### config.mk
export PLATFORM = sky130hd
export DESIGN_NAME = apb_arbiter
export DESIGN_NICKNAME = d
export VERILOG_FILES = /design/src/rtl/apb_arbiter.sv
export SDC_FILE = /design/constraint.sdc
export NUM_CORES = 1
export LEC_CHECK = 0
export ABC_AREA = 1
export BUFFER_PORTS_ARGS = -buffer_cell sky130_fd_sc_hd__clkbuf_2
export CORE_MARGIN = 2
export CORE_UTILIZATION = 30
export CTS_CLUSTER_SIZE = 25
export DETAILED_ROUTE_END_ITERATION = 8
export HOLD_SLACK_MARGIN = 0.08
export SLEW_MARGIN = 10
export SYNTH_ARGS = -nofsm -noshare
export SYNTH_HDL_FRONTEND = slang
export SYNTH_SLANG_ARGS = --single-unit
### constraint.sdc
create_clock -name ACLK -period 1.8 [get_ports ACLK]
set_input_delay 0.09 -clock ACLK [delete_from_list [all_inputs] [get_ports ACLK]]
set_output_delay 0.09 -clock ACLK [all_outputs]
set_load 0.01 [all_outputs]
### src/rtl/apb_arbiter.sv
`default_nettype none
// ============================================================================
//  Module      : apb_arbiter
//  Description : Round-robin arbiter sharing one APB-like downstream request
//                port between an instruction-fetch master (M0) and a
//                load/store master (M1). One transaction in flight at a time,
//                with a release phase that waits for the downstream pready to
//                clear before the next request is issued.
//  Revision    : 1.0 - initial release
// ============================================================================
module apb_arbiter #(
    parameter ADDR_WIDTH = 32,
    parameter DATA_WIDTH = 32
) (
    input  logic                      ACLK,
    input  logic                      ARESETn,
    // master 0 (instruction fetch)
    input  logic [ADDR_WIDTH-1:0]     m0_paddr,
    input  logic [DATA_WIDTH-1:0]     m0_pdata,
    input  logic                      m0_pwrite,
    input  logic [DATA_WIDTH/8-1:0]   m0_pstb,
    input  logic                      m0_penable,
    output logic [DATA_WIDTH-1:0]     m0_prdata,
    output logic                      m0_pready,
    output logic                      m0_perr,
    // master 1 (load/store)
    input  logic [ADDR_WIDTH-1:0]     m1_paddr,
    input  logic [DATA_WIDTH-1:0]     m1_pdata,
    input  logic                      m1_pwrite,
    input  logic [DATA_WIDTH/8-1:0]   m1_pstb,
    input  logic                      m1_penable,
    output logic [DATA_WIDTH-1:0]     m1_prdata,
    output logic                      m1_pready,
    output logic                      m1_perr,
    // downstream port
    output logic [ADDR_WIDTH-1:0]     s_paddr,
    output logic [DATA_WIDTH-1:0]     s_pdata,
    output logic                      s_pwrite,
    output logic [DATA_WIDTH/8-1:0]   s_pstb,
    output logic                      s_penable,
    input  logic [DATA_WIDTH-1:0]     s_prdata,
    input  logic                      s_pready,
    input  logic                      s_perr
);

    localparam int         c_STB_WIDTH = DATA_WIDTH / 8;

    localparam logic [1:0] c_S_IDLE    = 2'd0;
    localparam logic [1:0] c_S_BUSY    = 2'd1;
    localparam logic [1:0] c_S_RELEASE = 2'd2;

    logic [1:0]             r_state;
    logic [1:0]             w_state_nxt;

    logic                   r_grant_id;
    logic                   r_rr_last;

    logic [ADDR_WIDTH-1:0]  r_s_paddr;
    logic [DATA_WIDTH-1:0]  r_s_pdata;
    logic                   r_s_pwrite;
    logic [c_STB_WIDTH-1:0] r_s_pstb;
    logic                   r_s_penable;

    logic [DATA_WIDTH-1:0]  r_cpl_prdata;
    logic                   r_cpl_perr;
    logic                   r_m0_pready;
    logic                   r_m1_pready;

    logic                   w_req_any;
    logic                   w_pick_m1;

    // M1 wins when it is the only requester, or on a tie when M0 was served last
    assign w_req_any = m0_penable | m1_penable;
    assign w_pick_m1 = m1_penable & (~m0_penable | ~r_rr_last);

    // State register
    always_ff @(posedge ACLK or negedge ARESETn) begin
        if (!ARESETn) begin
            r_state <= c_S_IDLE;
        end else begin
            r_state <= w_state_nxt;
        end
    end

    // Next-state: issue, wait for completion, then wait for pready to clear
    always_comb begin
        w_state_nxt = r_state;
        case (r_state)
            c_S_IDLE:    if (w_req_any)  w_state_nxt = c_S_BUSY;
            c_S_BUSY:    if (s_pready)   w_state_nxt = c_S_RELEASE;
            c_S_RELEASE: if (!s_pready)  w_state_nxt = c_S_IDLE;
            default:                     w_state_nxt = c_S_IDLE;
        endcase
    end

    // Grant capture, downstream request fields and completion registers
    always_ff @(posedge ACLK or negedge ARESETn) begin
        if (!ARESETn) begin
            r_grant_id   <= 1'b0;
            r_rr_last    <= 1'b1;
            r_s_paddr    <= '0;
            r_s_pdata    <= '0;
            r_s_pwrite   <= 1'b0;
            r_s_pstb     <= '0;
            r_s_penable  <= 1'b0;
            r_cpl_prdata <= '0;
            r_cpl_perr   <= 1'b0;
            r_m0_pready  <= 1'b0;
            r_m1_pready  <= 1'b0;
        end else begin
            // completion pulses last exactly one cycle
            r_m0_pready <= 1'b0;
            r_m1_pready <= 1'b0;
            case (r_state)
                c_S_IDLE: begin
                    if (w_req_any) begin
                        r_grant_id  <= w_pick_m1;
                        r_rr_last   <= w_pick_m1;
                        r_s_penable <= 1'b1;
                        r_s_paddr   <= w_pick_m1 ? m1_paddr  : m0_paddr;
                        r_s_pdata   <= w_pick_m1 ? m1_pdata  : m0_pdata;
                        r_s_pwrite  <= w_pick_m1 ? m1_pwrite : m0_pwrite;
                        r_s_pstb    <= w_pick_m1 ? m1_pstb   : m0_pstb;
                    end
                end
                c_S_BUSY: begin
                    if (s_pready) begin
                        r_cpl_prdata <= s_prdata;
                        r_cpl_perr   <= s_perr;
                        r_m0_pready  <= ~r_grant_id;
                        r_m1_pready  <= r_grant_id;
                        r_s_penable  <= 1'b0;
                    end
                end
                default: ;
            endcase
        end
    end

    assign s_paddr   = r_s_paddr;
    assign s_pdata   = r_s_pdata;
    assign s_pwrite  = r_s_pwrite;
    assign s_pstb    = r_s_pstb;
    assign s_penable = r_s_penable;

    // both masters observe the shared completion registers, qualified by own pready
    assign m0_prdata = r_cpl_prdata;
    assign m1_prdata = r_cpl_prdata;
    assign m0_perr   = r_cpl_perr;
    assign m1_perr   = r_cpl_perr;
    assign m0_pready = r_m0_pready;
    assign m1_pready = r_m1_pready;

endmodule
`default_nettype wire

==> results of run 1 <==
-- registers in the layout, indices dropped and copies added, names as in the netlist, 2 cells and up --
name       cells
r_state        2
m0_prdata     32
s_pdata       32
s_pstb         4
s_paddr       32
-- placed cells by master (no fill, tap or decap), drive strengths merged --
cell	count
o21ai	1
inv	146
o31ai	1
dfstp	1
clkinv	3
nand3	139
clkbuf	321
buf	14
dfrtp	108
clkinvlp	1
bufinv	1
nor2	5
dlygate4sd3	161
nand2	316
-- metal layers --
layer / routed length, µm / global-route usage / part of all wire / vias up
li1: - / - / - / 3163
met1: 8170 / 0.226 / 0.40 / 2905
met2: 9980 / 0.356 / 0.49 / 311
met3: 1360 / 0.0431 / 0.067 / 55
met4: 738 / 0.0937 / 0.036 / 0
met5: 0 / 0 / 0 / -
-- how the worst max path moves through the flow --
stage              start  slack [ns]           to
2_1_floorplan  r_rr_last        0.55   r_grant_id
3_5_place_dp   r_rr_last        0.41   r_grant_id
5_1_grt        r_rr_last        0.26   r_grant_id
6_report       r_rr_last        0.38  s_pdata[27]
4_1_cts        r_rr_last        0.39   r_grant_id
3_3_place_gp   r_rr_last        0.42   r_grant_id
-- synth_stat cells --
master                     number  area share
sky130_fd_sc_hd__nand2_1      316        0.21
sky130_fd_sc_hd__buf_2         31       0.028
sky130_fd_sc_hd__inv_1        143       0.095
sky130_fd_sc_hd__nand3_1      139        0.12
sky130_fd_sc_hd__o31ai_1        1      0.0013
sky130_fd_sc_hd__nor2_2         1      0.0011
sky130_fd_sc_hd__o21ai_0        1     0.00089
sky130_fd_sc_hd__buf_1          2      0.0013
sky130_fd_sc_hd__inv_2          1     0.00066
sky130_fd_sc_hd__nor2_1         3      0.0020
sky130_fd_sc_hd__nor2_4         1      0.0020
sky130_fd_sc_hd__dfstp_2        1      0.0047
sky130_fd_sc_hd__clkbuf_1      10      0.0067
sky130_fd_sc_hd__buf_4         33       0.044
sky130_fd_sc_hd__dfrtp_1      108        0.48
-- worst max-delay path, delay by kind of cell (launching register included) --
family / cells / cell delay (ns)
DFF: 1 / 0.54
and+or+nand+nor: 5 / 0.44
buffers and inverters: 1 / 0.34
-- stage by stage --
step / power [mW] / setup slack (ns)
6_report: 12.3 / 0.376
5_1_grt: 13.3 / 0.263
4_1_cts: 12.4 / 0.392
3_5_place_dp: 10.1 / 0.409
3_3_place_gp: 9.99 / 0.423
2_1_floorplan: 7.89 / 0.552
-- layout make-up --
class | count | area [µm²] | area share
Timing Repair Buffer | 487 | 3340 | 0.366
Sequential cell | 109 | 2730 | 0.299
Multi-Input combinational cell | 462 | 1930 | 0.211
Inverter | 144 | 541 | 0.0592
Tap cell | 234 | 293 | 0.0321
Clock buffer | 9 | 225 | 0.0247
Clock inverter | 7 | 73.8 | 0.00809
-- kinds of logic (layout without fill, tap and decap cells) --
group                  after synthesis  after routing
flip-flops                         109            109
AO/OA/AOI/OAI                        2              2
buffers and inverters              220            647
AND/OR/NAND/NOR                    460            460
-- power by group --
| part | internal [mW] | switching [mW] | leakage (nW) |
|---|---|---|---|
| Combinational | 2.33 | 3.51 | 4.04 |
| Sequential | 3.67 | 0.784 | 1.33 |
| Clock | 1.09 | 0.950 | 0.146 |
| Total | 7.09 | 5.25 | 5.52 |
==> metrics.log, run 1 <==
[metrics] post-synthesis compound-gate area fraction: 0.00222
[metrics] diodes inserted: 0
[metrics] via count of the first global-routing pass: 6522
[metrics] critical path endpoint category: flip-flop
[metrics] Setup Viol. Count Final: 0
[metrics] Mapped Cells: 791
[metrics] overall via count from detail_route: 6434
[metrics] fill cell total of the finished layout: 1742
[metrics] mapped cell area: 5640 µm²
[metrics] final cycle utilization of the critical path: 0.791
[metrics] xor and xnor area share after synthesis: 0
[metrics] GRT Residual Overflow: 0
[metrics] summed area of non-filler cells in the final layout: 9130 µm²
[metrics] DRC violation count after routing: 0
[metrics] chain of cells forming the critical path: nand2_2 -> nand2_2 -> buf_4 -> nand2_1 -> nand3_1 -> nand2_1
[metrics] Finished Core Util: 0.491
[metrics] Max Freq: 702 MHz
[metrics] Syn Area/Cell: 7.13 µm²
[metrics] initial standard-cell utilization of the core: 0.304
[metrics] worst vdd rail ir drop: 543 µV
[metrics] leakage power of the design: 5.52 nW
[metrics] critical hold path startpoint: m1_pstb[1]
[metrics] FF-to-FF Start: r_rr_last
[metrics] Worst R2R Path Depth: 6
[metrics] Critical Setup Path Class: reg -> reg
[metrics] number of CTS-inserted buffers: 9
[metrics] worst-case headroom to the max-slew limit: 0.603
[metrics] clock insertion delay at the later pin of the skew report: 0.35 ns
[metrics] filler-free cell count of the finished design: 1452
[metrics] root buffer cell: sky130_fd_sc_hd__clkbuf_16
[metrics] main combinational cell family by area after synthesis: simple AND/OR/NAND/NOR gates
[metrics] detailed-router iteration count before antenna repair: 4
[metrics] wire length of the first global-routing pass: 31.6 mm
[metrics] antenna violations before repair: 0
[metrics] ratio of cells with drive above 1 in the final layout: 0.286
[metrics] Least-Margin Pin Slew: 0.596 ns
[metrics] flip-flop and latch count after synthesis: 109
[metrics] remaining antenna violation count after routing: 0
[metrics] area delta synth->final: 61.9%
[metrics] mux cell area share after synthesis: 0
[metrics] summed negative setup slack over all endpoints: 0 ns
[metrics] x dimension of the die: 141 µm
[metrics] adder and majority gate portion of the synthesized area: 0
[metrics] worst clock skew on the final layout: 0.0105 ns
[metrics] kind of start point of the critical path: flip-flop
[metrics] post-route minimum period: 1.42 ns
[metrics] count of unique library cells instantiated by Yosys: 15
[metrics] DR vias/cell: 4.43
[metrics] Max Cap Violations: 0
[metrics] Max Fanout on Critical Path: 30
[metrics] num ports: 314
[metrics] minimum hold slack: 0.0931 ns
[metrics] Post-DP HPWL: 12.0 mm
[metrics] Buffers on Ports: 313
[metrics] number of hold-repair buffers added at the cts stage: 161
[metrics] Gates resized, CTS repair: 0
[metrics] largest buffer count on any clock path: 2
[metrics] final weighted congestion in routability-driven placement: 0.808
[metrics] overall global routing resource usage: 0.199
[metrics] Placed Cells incl. Taps: 1275
[metrics] number of placement rows: 50
[metrics] total power per unit cell area: 1350 nW/µm²
[metrics] count of routing violations after the opening detailed-route iteration: 261
[metrics] net count after synthesis: 967
[metrics] required arrival time at the worst endpoint: 2.04 ns
[metrics] RSZ-0062 raised after global routing: false
[metrics] max incr delay on CP: 0.54 ns
[metrics] outcome: complete, no violations
[metrics] hold worst-path end: s_pstb[1]
[metrics] CTS tree: done
[metrics] die outline area: 19900 µm²
[metrics] worst hold path stage count: 5
[metrics] number of sinks on the clock net: 109
[metrics] total cell area at the placement stage: 7220 µm²
[metrics] Routed WL: 20.2 mm
[metrics] setup slack on the worst flop-to-flop path: 0.38 ns
[metrics] Crit path arrival time: 1.67 ns
[metrics] Reg clk slew, reported paths: 0.08 ns
[metrics] area share of and/or/nand/nor cells after synthesis: 0.339
[metrics] y dimension of the die: 141 µm
[metrics] slowest library cell on the worst path: sky130_fd_sc_hd__dfstp_2
[metrics] max-slew violation total from the final report: 0
[metrics] part of the Yosys area used for sequential elements: 0.484
[metrics] number of buffers added for setup after CTS: 0
[metrics] Final Net Count: 1389
[metrics] WL/cell: 13.9 µm
[metrics] placeable core region: 18600 µm²
[metrics] pin count of the biggest net entering global routing: 110
[metrics] worst reg2reg path endpoint: s_pdata[27]
[metrics] warning count from the yosys run: 0
[metrics] H-tree levels: 3
[metrics] kind of path behind the tightest hold check: in -> reg
[metrics] hold violation count in the final report: 0
Power figures use the tool's default switching activity.
==> run 2, diff against run 1 <==
Settings changed: ABC_AREA 1 to 0.
Clock period 1.8 ns to 1.2 ns, I/O delays scaled along.
==> run 2 against run 1 <==
  * The run now ends with negative setup slack left
  * Wire length down 13%
  * Count of clock-buffer cells in the layout up 3
  * Power rose by 78%
  * Clock power grew 44%
  * Via count is 26% lower
  * Sequential share of layout area shrank 2.8 points
  * Global-route usage is 1.6 points lower
  * Clock skew down 0.0029 ns
  * Register-to-register slack got worse by 0.90 ns
  * Fmax down 17%
  * Critical path type unchanged
  * Largest power group unchanged
==> metrics.log, run 2 <==
[metrics] Finished Core Util: 0.566 (was 0.491)
[metrics] PnR worst setup slack: -0.519 ns (was 0.376 ns)
[metrics] Buffers on Ports: 313 (unchanged)
[metrics] initial standard-cell utilization of the core: 0.303 (was 0.304)
[metrics] GRT Residual Overflow: 0 (unchanged)
[metrics] CP startpoint: r_rr_last (unchanged)
[metrics] number of CTS-inserted buffers: 9 (unchanged)
[metrics] remaining antenna violation count after routing: 0 (unchanged)
[metrics] Synth top area share: 0.500 (was 0.479)
[metrics] Mapped Cells: 347 (was 791)
[metrics] Max Cap Violations: 0 (unchanged)
[metrics] num ports: 314 (unchanged)
[metrics] flip-flop and latch count after synthesis: 109 (unchanged)
[metrics] chain of cells forming the critical path: a21bo_4 -> buf_6 -> buf_8 -> buf_6 -> mux2_4 -> mux2_4 (was nand2_2 -> nand2_2 -> buf_4 -> nand2_1 -> nand3_1 -> nand2_1)
[metrics] Final Net Count: 1023 (was 1389)
[metrics] filler-free cell count of the finished design: 1081 (was 1452)
[metrics] warning count from the yosys run: 0 (unchanged)
[metrics] outcome: finished with violations (was complete, no violations)
[metrics] sum of buffers and inverters on the critical path: 3 (was 1)
[metrics] hold violation count in the final report: 0 (unchanged)
[metrics] Post-DP HPWL: 10.5 mm (was 12.0 mm)
[metrics] required arrival time at the worst endpoint: 1.44 ns (was 2.04 ns)
[metrics] cell type with the highest aggregate area in the netlist: sky130_fd_sc_hd__dfrtp_1 (unchanged)
[metrics] number of sinks on the clock net: 109 (unchanged)
[metrics] leakage power of the design: 5.30 nW (was 5.52 nW)
[metrics] Max Fanout on Critical Path: 5 (was 30)
[metrics] cell family contributing the most delay on the critical path: multiplexers (was flip-flops)
[metrics] number of placement rows: 49 (was 50)
[metrics] Syn Area/Cell: 15.6 µm² (was 7.13 µm²)
[metrics] ratio of cells with drive above 1 in the final layout: 0.664 (was 0.286)
[metrics] kind of start point of the critical path: flip-flop (unchanged)
[metrics] worst clock skew on the final layout: 0.00764 ns (was 0.0105 ns)
[metrics] FF-to-FF Start: r_rr_last (unchanged)
[metrics] area delta synth->final: 86.5% (was 61.9%)
[metrics] DRC violation count after routing: 0 (unchanged)
[metrics] stages on the worst setup path: 6 (unchanged)
[metrics] overall via count from detail_route: 4749 (was 6434)
[metrics] leading cell types in the layout, fill and taps excluded: 312 x sky130_fd_sc_hd__clkbuf_2, 166 x sky130_fd_sc_hd__dlygate4sd3_1, 154 x sky130_fd_sc_hd__mux2_4, 108 x sky130_fd_sc_hd__dfrtp_1, 20 x sky130_fd_sc_hd__buf_4 (was 314 x sky130_fd_sc_hd__nand2_1, 312 x sky130_fd_sc_hd__clkbuf_2, 161 x sky130_fd_sc_hd__dlygate4sd3_1, 143 x sky130_fd_sc_hd__inv_1, 139 x sky130_fd_sc_hd__nand3_1)
[metrics] Worst R2R Path Depth: 6 (unchanged)
[metrics] Setup Viol. Count Final: 108 (was 0)
[metrics] worst setup slack before clock tree synthesis: -0.523 ns (was 0.409 ns)
[metrics] y dimension of the die: 138 µm (was 141 µm)
[metrics] x dimension of the die: 138 µm (was 141 µm)
[metrics] pin count of the biggest net entering global routing: 54 (was 110)
[metrics] mapped cell area: 5410 µm² (was 5640 µm²)
[metrics] setup slack on the worst flop-to-flop path: -0.52 ns (was 0.38 ns)
[metrics] die outline area: 19100 µm² (was 19900 µm²)
[metrics] Reg clk slew, reported paths: 0.08 ns (about the same)
[metrics] RSZ-0062 raised after global routing: true (was false)
[metrics] part of the Yosys area used for sequential elements: 0.504 (was 0.484)
[metrics] slowest library cell on the worst path: sky130_fd_sc_hd__dfstp_2 (unchanged)
[metrics] worst-case headroom to the max-slew limit: 0.798 (was 0.603)
[metrics] clock insertion delay at the later pin of the skew report: 0.34 ns (was 0.35 ns)
[metrics] Crit path arrival time: 1.95 ns (was 1.67 ns)
[metrics] DR vias/cell: 4.39 (was 4.43)
[metrics] Design Power: 21.9 mW (was 12.3 mW)
[metrics] kind of path behind the tightest hold check: in -> async (was in -> reg)
[metrics] summed area of non-filler cells in the final layout: 10100 µm² (was 9130 µm²)
[metrics] root buffer cell: sky130_fd_sc_hd__clkbuf_16 (unchanged)
[metrics] antenna violations before repair: 0 (unchanged)
[metrics] worst reg2reg path endpoint: s_pdata[5] (was s_pdata[27])
[metrics] violated checks: negative setup slack
[metrics] share of synthesized flip-flops with an asynchronous set or reset: 1.00 (unchanged)
[metrics] post-route minimum period: 1.72 ns (was 1.42 ns)
[metrics] Placed Cells incl. Taps: 867 (was 1275)
[metrics] summed negative setup slack over all endpoints: -42.90 ns (was 0 ns)
[metrics] WL/cell: 16.3 µm (was 13.9 µm)
[metrics] top-count cell post-synth: sky130_fd_sc_hd__dfrtp_1 (was sky130_fd_sc_hd__nand2_1)
[metrics] Critical Setup Path Class: reg -> reg (unchanged)
[metrics] overall global routing resource usage: 0.183 (was 0.199)
[metrics] count of unique library cells instantiated by Yosys: 17 (was 15)
[metrics] capture point of the critical path: s_pdata[5] (was s_pdata[27])
[metrics] worst vdd rail ir drop: 1340 µV (was 543 µV)
[metrics] net count after synthesis: 523 (was 967)
[metrics] max incr delay on CP: 0.54 ns (about the same)
[metrics] final cycle utilization of the critical path: 1.43 (was 0.791)
[metrics] detailed-router iteration count before antenna repair: 4 (unchanged)
[metrics] largest cells by area after synthesis: sky130_fd_sc_hd__dfrtp_1 50%, sky130_fd_sc_hd__mux2_2 21%, sky130_fd_sc_hd__mux2_4 19% (was sky130_fd_sc_hd__dfrtp_1 48%, sky130_fd_sc_hd__nand2_1 21%, sky130_fd_sc_hd__nand3_1 12%)
[metrics] final weighted congestion in routability-driven placement: 0.808 (unchanged)
[metrics] H-tree levels: 3 (unchanged)
[metrics] largest buffer count on any clock path: 2 (unchanged)
[metrics] total cell area at the placement stage: 7190 µm² (was 7220 µm²)
[metrics] total power per unit cell area: 2170 nW/µm² (was 1350 nW/µm²)
[metrics] number of enable-type register cells in the synthesized netlist: 0 (unchanged)
[metrics] count of routing violations after the opening detailed-route iteration: 111 (was 261)
[metrics] Routed WL: 17.6 mm (was 20.2 mm)
[metrics] minimum hold slack: 0.0962 ns (was 0.0931 ns)
[metrics] critical path endpoint category: flip-flop (unchanged)
[metrics] most common cell after layout, fill and taps aside: sky130_fd_sc_hd__clkbuf_2 (was sky130_fd_sc_hd__nand2_1)
[metrics] placeable core region: 17800 µm² (was 18600 µm²)
[metrics] prevailing post-synth register cell: sky130_fd_sc_hd__dfrtp_1 (unchanged)
[metrics] wire length of the first global-routing pass: 28.4 mm (was 31.6 mm)
[metrics] Max Freq: 582 MHz (was 702 MHz)
[metrics] CTS tree: done (unchanged)
[metrics] diodes inserted: 0 (unchanged)
[metrics] max-slew violation total from the final report: 0 (unchanged)
[metrics] most used standard cells in the synthesized netlist: 108 x sky130_fd_sc_hd__dfrtp_1, 103 x sky130_fd_sc_hd__mux2_2, 68 x sky130_fd_sc_hd__mux2_4 (was 316 x sky130_fd_sc_hd__nand2_1, 143 x sky130_fd_sc_hd__inv_1, 139 x sky130_fd_sc_hd__nand3_1)
[metrics] Least-Margin Pin Slew: 0.304 ns (was 0.596 ns)
[metrics] via count of the first global-routing pass: 5488 (was 6522)
run 2: power breakdown:
part / switching [mW] / internal (mW)
registers: 1.29 / 5.58
clock network: 1.40 / 1.53
logic: 4.75 / 7.39
run 2: routing by layer:
metal  routed length, µm  track usage  up-vias
li1                    -            -     2191
met5                   0            0        -
met4                 522       0.0773        0
met1                6890        0.209     2316
met2                9150        0.329      200
met3                1040       0.0426       42
run 2: repair_timing:
item,CTS,global route
setup buffers,20,10
gates resized for setup,97,39
hold endpoints to repair,212,0
hold buffers,166,0
cloned,8,1
setup endpoints to repair,106,108
pin swaps,4,3
run 2: cell type report:
cell class,count,area (µm²)
fillers,1399,7750
repair buffers,541,4170
flip-flops and latches,109,2730
multi-input cells,184,2620
well taps,229,287
clock buffers,12,256
clock inverters,4,32.5
inverters,2,7.51
run 2: worst min-delay path by stage:
stage | depth (start not counted) | to | from
after floorplan | 0 | m0_perr | ARESETn
after global placement | 1 | m0_prdata[19] | ARESETn
after detailed placement | 1 | m0_prdata[9] | ARESETn
after CTS | 2 | m0_prdata[9] | ARESETn
after global routing | 3 | s_pdata[19] | m1_pdata[19]
final | 2 | m0_prdata[9] | ARESETn
run 2: logic make-up (layout without fill, tap and decap cells):
kind of cell	after synthesis	in the layout	share of synthesized area
flops	109	109	0.504
mux	173	173	0.407
simple gates	7	7	0.00879
buf+inv	54	559	0.0740
compound gates	4	4	0.00601
